==> src/rtl/drive_mode_fsm.sv <==
// Drive-path mode controller: IR-decoded IDLE/CAM/IR modes, camera tracking
// sub-FSM with lost-target hold and timed search sweep, manual IR drive with watchdog.
module drive_mode_fsm #(
  parameter int unsigned SPEED_W      = 2,
  parameter int unsigned LOST_TIMEOUT = 25000000,
  parameter int unsigned SWEEP_CYCLES = 100000000,
  parameter int unsigned IR_TIMEOUT   = 12500000,
  parameter logic [7:0]  CODE_CAM     = 8'h0F,
  parameter logic [7:0]  CODE_IR      = 8'h13,
  parameter logic [7:0]  CODE_IDLE    = 8'h10,
  parameter logic [7:0]  CODE_FWD     = 8'h18,
  parameter logic [7:0]  CODE_LEFT    = 8'h08,
  parameter logic [7:0]  CODE_RIGHT   = 8'h5A,
  parameter logic [7:0]  CODE_STOP    = 8'h1C,
  parameter logic [7:0]  CODE_SPDUP   = 8'h40,
  parameter logic [7:0]  CODE_SPDDN   = 8'h19
) (
  input  logic               clk_50,
  input  logic               reset,
  input  logic               ir_valid,
  input  logic [7:0]         ir_code,
  input  logic               target_detected,
  input  logic [1:0]         cam_direction,
  input  logic [SPEED_W-1:0] cam_speed,
  output logic [1:0]         mode,
  output logic [1:0]         cam_state,
  output logic [2:0]         drive_cmd,
  output logic [SPEED_W-1:0] drive_speed,
  output logic               search_dir,
  output logic               mode_change
);

  typedef enum logic [1:0] {
    MODE_IDLE = 2'b00,
    MODE_CAM  = 2'b01,
    MODE_IR   = 2'b10
  } mode_e;

  typedef enum logic [1:0] {
    CAM_SEARCH = 2'b00,
    CAM_FOLLOW = 2'b01,
    CAM_LOST   = 2'b10,
    CAM_PAUSE  = 2'b11
  } cam_e;

  typedef enum logic [2:0] {
    CMD_STOP  = 3'b000,
    CMD_LEFT  = 3'b001,
    CMD_RIGHT = 3'b010,
    CMD_FWD   = 3'b011
  } cmd_e;

  localparam int unsigned LOST_W  = (LOST_TIMEOUT > 1) ? $clog2(LOST_TIMEOUT) : 1;
  localparam int unsigned SWEEP_W = (SWEEP_CYCLES > 1) ? $clog2(SWEEP_CYCLES) : 1;
  localparam int unsigned IR_W    = (IR_TIMEOUT > 1)   ? $clog2(IR_TIMEOUT)   : 1;

  localparam logic [LOST_W-1:0]  LOST_LAST  = LOST_W'(LOST_TIMEOUT - 1);
  localparam logic [SWEEP_W-1:0] SWEEP_LAST = SWEEP_W'(SWEEP_CYCLES - 1);
  localparam logic [IR_W-1:0]    IR_LAST    = IR_W'(IR_TIMEOUT - 1);
  localparam logic [SPEED_W-1:0] SPD_MAX    = {SPEED_W{1'b1}};

  mode_e               mode_q, mode_d;
  cam_e                cam_q, cam_d;
  cmd_e                drive_cmd_q, drive_cmd_d;
  logic [SPEED_W-1:0]  drive_speed_q, drive_speed_d;
  logic                search_dir_q, search_dir_d;
  logic                mode_change_q, mode_change_d;
  cmd_e                man_cmd_q, man_cmd_d;
  logic [SPEED_W-1:0]  man_speed_q, man_speed_d;
  logic [1:0]          last_dir_q, last_dir_d;
  logic [LOST_W-1:0]   lost_cnt_q, lost_cnt_d;
  logic [SWEEP_W-1:0]  sweep_cnt_q, sweep_cnt_d;
  logic [IR_W-1:0]     wd_cnt_q, wd_cnt_d;

  always_ff @(posedge clk_50 or posedge reset) begin
    if (reset) begin
      mode_q        <= MODE_IDLE;
      cam_q         <= CAM_PAUSE;
      drive_cmd_q   <= CMD_STOP;
      drive_speed_q <= '0;
      search_dir_q  <= 1'b1;
      mode_change_q <= 1'b0;
      man_cmd_q     <= CMD_STOP;
      man_speed_q   <= '0;
      last_dir_q    <= 2'b00;
      lost_cnt_q    <= '0;
      sweep_cnt_q   <= '0;
      wd_cnt_q      <= '0;
    end else begin
      mode_q        <= mode_d;
      cam_q         <= cam_d;
      drive_cmd_q   <= drive_cmd_d;
      drive_speed_q <= drive_speed_d;
      search_dir_q  <= search_dir_d;
      mode_change_q <= mode_change_d;
      man_cmd_q     <= man_cmd_d;
      man_speed_q   <= man_speed_d;
      last_dir_q    <= last_dir_d;
      lost_cnt_q    <= lost_cnt_d;
      sweep_cnt_q   <= sweep_cnt_d;
      wd_cnt_q      <= wd_cnt_d;
    end
  end

  always_comb begin
    mode_d        = mode_q;
    cam_d         = cam_q;
    drive_cmd_d   = CMD_STOP;
    drive_speed_d = '0;
    search_dir_d  = search_dir_q;
    man_cmd_d     = man_cmd_q;
    man_speed_d   = man_speed_q;
    last_dir_d    = last_dir_q;
    lost_cnt_d    = '0;
    sweep_cnt_d   = '0;
    wd_cnt_d      = '0;

    if (ir_valid) begin
      case (ir_code)
        CODE_CAM:  mode_d = MODE_CAM;
        CODE_IR:   mode_d = MODE_IR;
        CODE_IDLE: mode_d = MODE_IDLE;
        default:   ;
      endcase
    end

    // A mode command always overrides the target-driven transitions.
    if (mode_d != MODE_CAM) begin
      cam_d = CAM_PAUSE;
    end else if (mode_q != MODE_CAM) begin
      cam_d = CAM_SEARCH;
    end else begin
      case (cam_q)
        CAM_SEARCH: if (target_detected) cam_d = CAM_FOLLOW;
        CAM_FOLLOW: if (!target_detected) cam_d = CAM_LOST;
        CAM_LOST: begin
          if (target_detected) cam_d = CAM_FOLLOW;
          else if (lost_cnt_q == LOST_LAST) cam_d = CAM_SEARCH;
        end
        default: cam_d = CAM_SEARCH;
      endcase
    end

    if (cam_q == CAM_FOLLOW && cam_direction != 2'b00) last_dir_d = cam_direction;

    if (cam_q == CAM_LOST && cam_d == CAM_LOST) lost_cnt_d = lost_cnt_q + LOST_W'(1);

    if (cam_q == CAM_SEARCH && cam_d == CAM_SEARCH) begin
      if (sweep_cnt_q == SWEEP_LAST) search_dir_d = ~search_dir_q;
      else sweep_cnt_d = sweep_cnt_q + SWEEP_W'(1);
    end

    // Resume the sweep toward the side the target was last seen on.
    if (cam_q == CAM_LOST && cam_d == CAM_SEARCH) begin
      if (last_dir_q == 2'b01) search_dir_d = 1'b0;
      else if (last_dir_q == 2'b10) search_dir_d = 1'b1;
    end

    if (mode_d == MODE_IR && mode_q != MODE_IR) begin
      man_cmd_d = CMD_STOP;
    end else if (mode_d == MODE_IR) begin
      if (ir_valid) begin
        case (ir_code)
          CODE_FWD:   man_cmd_d = CMD_FWD;
          CODE_LEFT:  man_cmd_d = CMD_LEFT;
          CODE_RIGHT: man_cmd_d = CMD_RIGHT;
          CODE_STOP:  man_cmd_d = CMD_STOP;
          CODE_SPDUP: if (man_speed_q != SPD_MAX) man_speed_d = man_speed_q + SPEED_W'(1);
          CODE_SPDDN: if (man_speed_q != '0) man_speed_d = man_speed_q - SPEED_W'(1);
          default:    ;
        endcase
      end else if (wd_cnt_q == IR_LAST) begin
        man_cmd_d = CMD_STOP;
        wd_cnt_d  = wd_cnt_q;
      end else begin
        wd_cnt_d = wd_cnt_q + IR_W'(1);
      end
    end

    case (mode_d)
      MODE_CAM: begin
        if (cam_d == CAM_SEARCH) begin
          drive_cmd_d = search_dir_d ? CMD_RIGHT : CMD_LEFT;
        end else if (cam_d == CAM_FOLLOW) begin
          case (cam_direction)
            2'b01:   drive_cmd_d = CMD_LEFT;
            2'b10:   drive_cmd_d = CMD_RIGHT;
            2'b11:   drive_cmd_d = CMD_FWD;
            default: drive_cmd_d = CMD_STOP;
          endcase
          if (cam_direction != 2'b00) drive_speed_d = cam_speed;
        end
      end
      MODE_IR: begin
        drive_cmd_d = man_cmd_d;
        if (man_cmd_d != CMD_STOP) drive_speed_d = man_speed_d;
      end
      default: ;
    endcase

    mode_change_d = (mode_d != mode_q) || (cam_d != cam_q);
  end

  assign mode        = mode_q;
  assign cam_state   = cam_q;
  assign drive_cmd   = drive_cmd_q;
  assign drive_speed = drive_speed_q;
  assign search_dir  = search_dir_q;
  assign mode_change = mode_change_q;

endmodule

==> config.mk <==
export PLATFORM = sky130hd
export DESIGN_NAME = drive_mode_fsm
export DESIGN_NICKNAME = d
export VERILOG_FILES = /design/src/rtl/drive_mode_fsm.sv
export SDC_FILE = /design/constraint.sdc
export NUM_CORES = 1
export LEC_CHECK = 0
export ABC_AREA = 1
export CORE_AREA = 3 3 107 109
export CTS_BUF_LIST = sky130_fd_sc_hd__clkbuf_4 sky130_fd_sc_hd__clkbuf_8 sky130_fd_sc_hd__clkbuf_16
export CTS_CLUSTER_SIZE = 24
export DETAILED_ROUTE_END_ITERATION = 8
export DIE_AREA = 0 0 110 112
export PLACE_DENSITY = 0.7
export SLEW_MARGIN = 5
export SYNTH_ARGS = -nofsm -noshare
export SYNTH_HDL_FRONTEND = slang
export SYNTH_SLANG_ARGS = --single-unit
==> constraint.sdc <==
create_clock -name clk_50 -period 2.95 [get_ports clk_50]
set_input_delay 0.4425 -clock clk_50 [delete_from_list [all_inputs] [get_ports clk_50]]
set_output_delay 0.4425 -clock clk_50 [all_outputs]
set_load 0.1 [all_outputs]
==> impl_metrics.json <==
{
  "grt_pass1_wl_mm": 19.3,
  "drc": 0,
  "placed_area_sq_um": 5860,
  "final_cells": 893,
  "leakage_nw": 2.65,
  "crit_required_ns": 3.21,
  "grt_overflow": 0,
  "nNetsFinal": 771,
  "power_density_nw_per_um2": 423,
  "first_iter_violations": 229,
  "vias_per_cell": 5.07,
  "ys_seq_area_share_pct": 44.5,
  "max_clock_freq_ghz": 0.381,
  "totalWireLength_mm": 11.1,
  "rows": 38,
  "grt_max_degree": 47,
  "postCtsSetupRepairBufs": 0,
  "holdCritPathClass": "register to register",
  "avgSynthCellArea_sq_um": 7.60,
  "area_growth_pct": 14.6,
  "status": "completed",
  "initial_utilization_pct": 49.5,
  "final.period_utilization_pct": 88.9,
  "maxSlewViolCount": 0,
  "worstSetupStartpointType": "input port",
  "grt_usage_pct": 19.4,
  "vdd_drop_max_mv": 0.419,
  "ys_ff_latch": 94,
  "cp_data_arrival_time_ns": 2.88,
  "yosysWarnings": 0,
  "clkTransAtPathRegs_ns": 0.08,
  "cts_sinks": 94,
  "cts-root-buf": "clkbuf_8",
  "antenna_found_initial": 0,
  "synth.cell_area_sq_um": 5290,
  "clk_path_buf_depth": 2,
  "rsz0062_at_grt": "no",
  "synth_cell_types": 39,
  "cp_slowest_cell": "clkdlybuf4s50_1",
  "layout.cells.most_common_list": "nand2_1 (141), nor2_1 (131), dfrtp_1 (91)",
  "async_flop_share_pct": 100,
  "crit_top_cell": "nand2_1",
  "die-area_sq_um": 12300,
  "htree_num_levels": 3,
  "diodes": 0,
  "io_pins": 27,
  "synthFlopType": "dfrtp_1",
  "dp_cells": 879,
  "fin_skew_ns": 0.00942,
  "drive_above_1_share_pct": 11.7,
  "crit_chain": "clkdlybuf4s50_1 -> or2_2 -> nor2_1 -> inv_1 -> a21oi_1 -> nand2_1 -> nand2_1 -> nand2_1 -> inv_1 -> ha_1 -> nand2_1 -> nor2_1 -> nand4_1 -> o21ai_0 -> nand2_1 -> nand2_1 -> nor2_1 -> nand2_1 -> a21oi_1",
  "endpoint_kind": "register",
  "worstPathMaxFanout": 4,
  "relSlewSlack_pct": 61.5,
  "layout_commonest_cell": "nand2_1",
  "fin_tns_setup_ns": 0,
  "cts_tree": "built",
  "post-route-min-period_ns": 2.62,
  "worst_slew_pin_slew_ns": 0.578,
  "gp_congestion": 0.893,
  "synth.net_count": 717,
  "grt_pass1_vias": 4496,
  "fp.dieH_um": 112,
  "insertion_delay_ns": 0.37,
  "firstDrtPassIters": 5,
  "core_area_sq_um": 10700,
  "cpPeakStageDelay_ns": 0.41,
  "crit_family": "simple AND/OR/NAND/NOR gates",
  "portBuffers": 26,
  "syn_inst": 696,
  "path_class": "input port to register",
  "routedWlPerCell_um": 12.4,
  "final_cell_area_sq_um": 6060,
  "setup-violations-final": 0,
  "utilization_pct": 56.7,
  "vias": 4530,
  "hold_violations": 0,
  "dp_hpwl_mm": 8.45,
  "dieWidth_um": 110,
  "ant_nets": 0,
  "cts_buffers": 9,
  "synth_edf_count": 0,
  "power_w": 0.00256,
  "maxCapViolCount": 0,
  "path_buf_inv": 3
}
[per-stage QoR]
step	hold slack, ns	setup WS, ns
6_report	0.461	0.327
5_1_grt	0.476	0.00791
4_1_cts	0.469	0.331
3_5_place_dp	0.457	-0.0643
3_3_place_gp	0.441	0.0499
2_1_floorplan	0.425	0.0638
[synthesized netlist by cell type (4+ instances only)]
library cell  number  area, sq um
nand3_1           36          180
nor3_1            30          150
nand2_1          141          529
inv_1             88          330
dfrtp_1           91         2280
nand3b_1           4         30.0
nor2_1           131          492
nand2_2            5         31.3
nor3_2             8         80.1
nand3_2            4         40.0
nor2_2             9         56.3
o21ai_0           16         80.1
nor4_1             6         37.5
nand4_1           21          131
nor3b_1            4         30.0
a21oi_1           26          130
ha_1               5         62.6
xor2_1            29          254
xnor2_1            9         78.8
[repair_timing]
action	CTS	global route
hold buffers	0	0
resized for setup	0	2
setup endpoints to repair	0	1
[power by group]
part / internal, W / switching [W]
sequential: 0.00132 / 0.0000285
combinational: 0.000110 / 0.000239
clock: 0.000429 / 0.000435
total: 0.00186 / 0.000702
[registers in the layout, summed over array words and instances, names as in the netlist, 2 cells and up]
| register | count |
|---|---|
| drive_cmd | 3 |
| cam_state | 2 |
| drive_speed | 2 |
| lost_cnt_q | 25 |
| wd_cnt_q | 24 |
| last_dir_q | 2 |
| sweep_cnt_q | 27 |
| man_cmd_q | 3 |
| mode | 2 |
| man_speed_q | 2 |
[kinds of logic (layout without fill, tap and decap cells)]
| family | after synthesis | count (layout) | synth area share [%] |
|---|---|---|---|
| AND/OR/NAND/NOR | 412 | 412 | 35.9 |
| buffers and inverters | 97 | 154 | 6.95 |
| flip-flops | 94 | 94 | 44.5 |
| AO/OA/AOI/OAI | 50 | 50 | 5.18 |
| XOR/XNOR | 38 | 38 | 6.29 |
| adder cells (fa/ha/maj) | 5 | 5 | 1.18 |
[metal layers]
layer,vias up,track usage [%],share of wire [%]
met5,-,0,0
met4,0,7.32,1.5
met3,13,4.06,4.2
met2,87,31.3,48
met1,2100,25.5,46
li1,2330,-,-
[area by class of cell]
type	instances	area (sq um)
timing repair buffer	49	418
fill	983	4640
clock inverter	3	45.0
inverter	91	344
multi-input combinational	505	2570
sequential	94	2360
tap	140	175
clock buffer	11	151
[final timing paths]
path                                              start                        to  slack [ns]  cells after the start
worst max-delay path                         ir_code[3]  drive_speed[0]$_DFF_PP0_        0.33                     19
min in group asynchronous                         reset   lost_cnt_q[3]$_DFF_PP0_        0.49                      2
worst min-delay path            lost_cnt_q[0]$_DFF_PP0_   lost_cnt_q[0]$_DFF_PP0_        0.46                      1
worst min register to register  lost_cnt_q[0]$_DFF_PP0_   lost_cnt_q[0]$_DFF_PP0_        0.46                      1
max in group asynchronous                         reset      search_dir$_DFF_PP1_        1.79                      3
worst max register to register        mode[1]$_DFF_PP0_  drive_speed[0]$_DFF_PP0_        0.93                     13
Note: power is estimated with default switching activity, not from simulation.
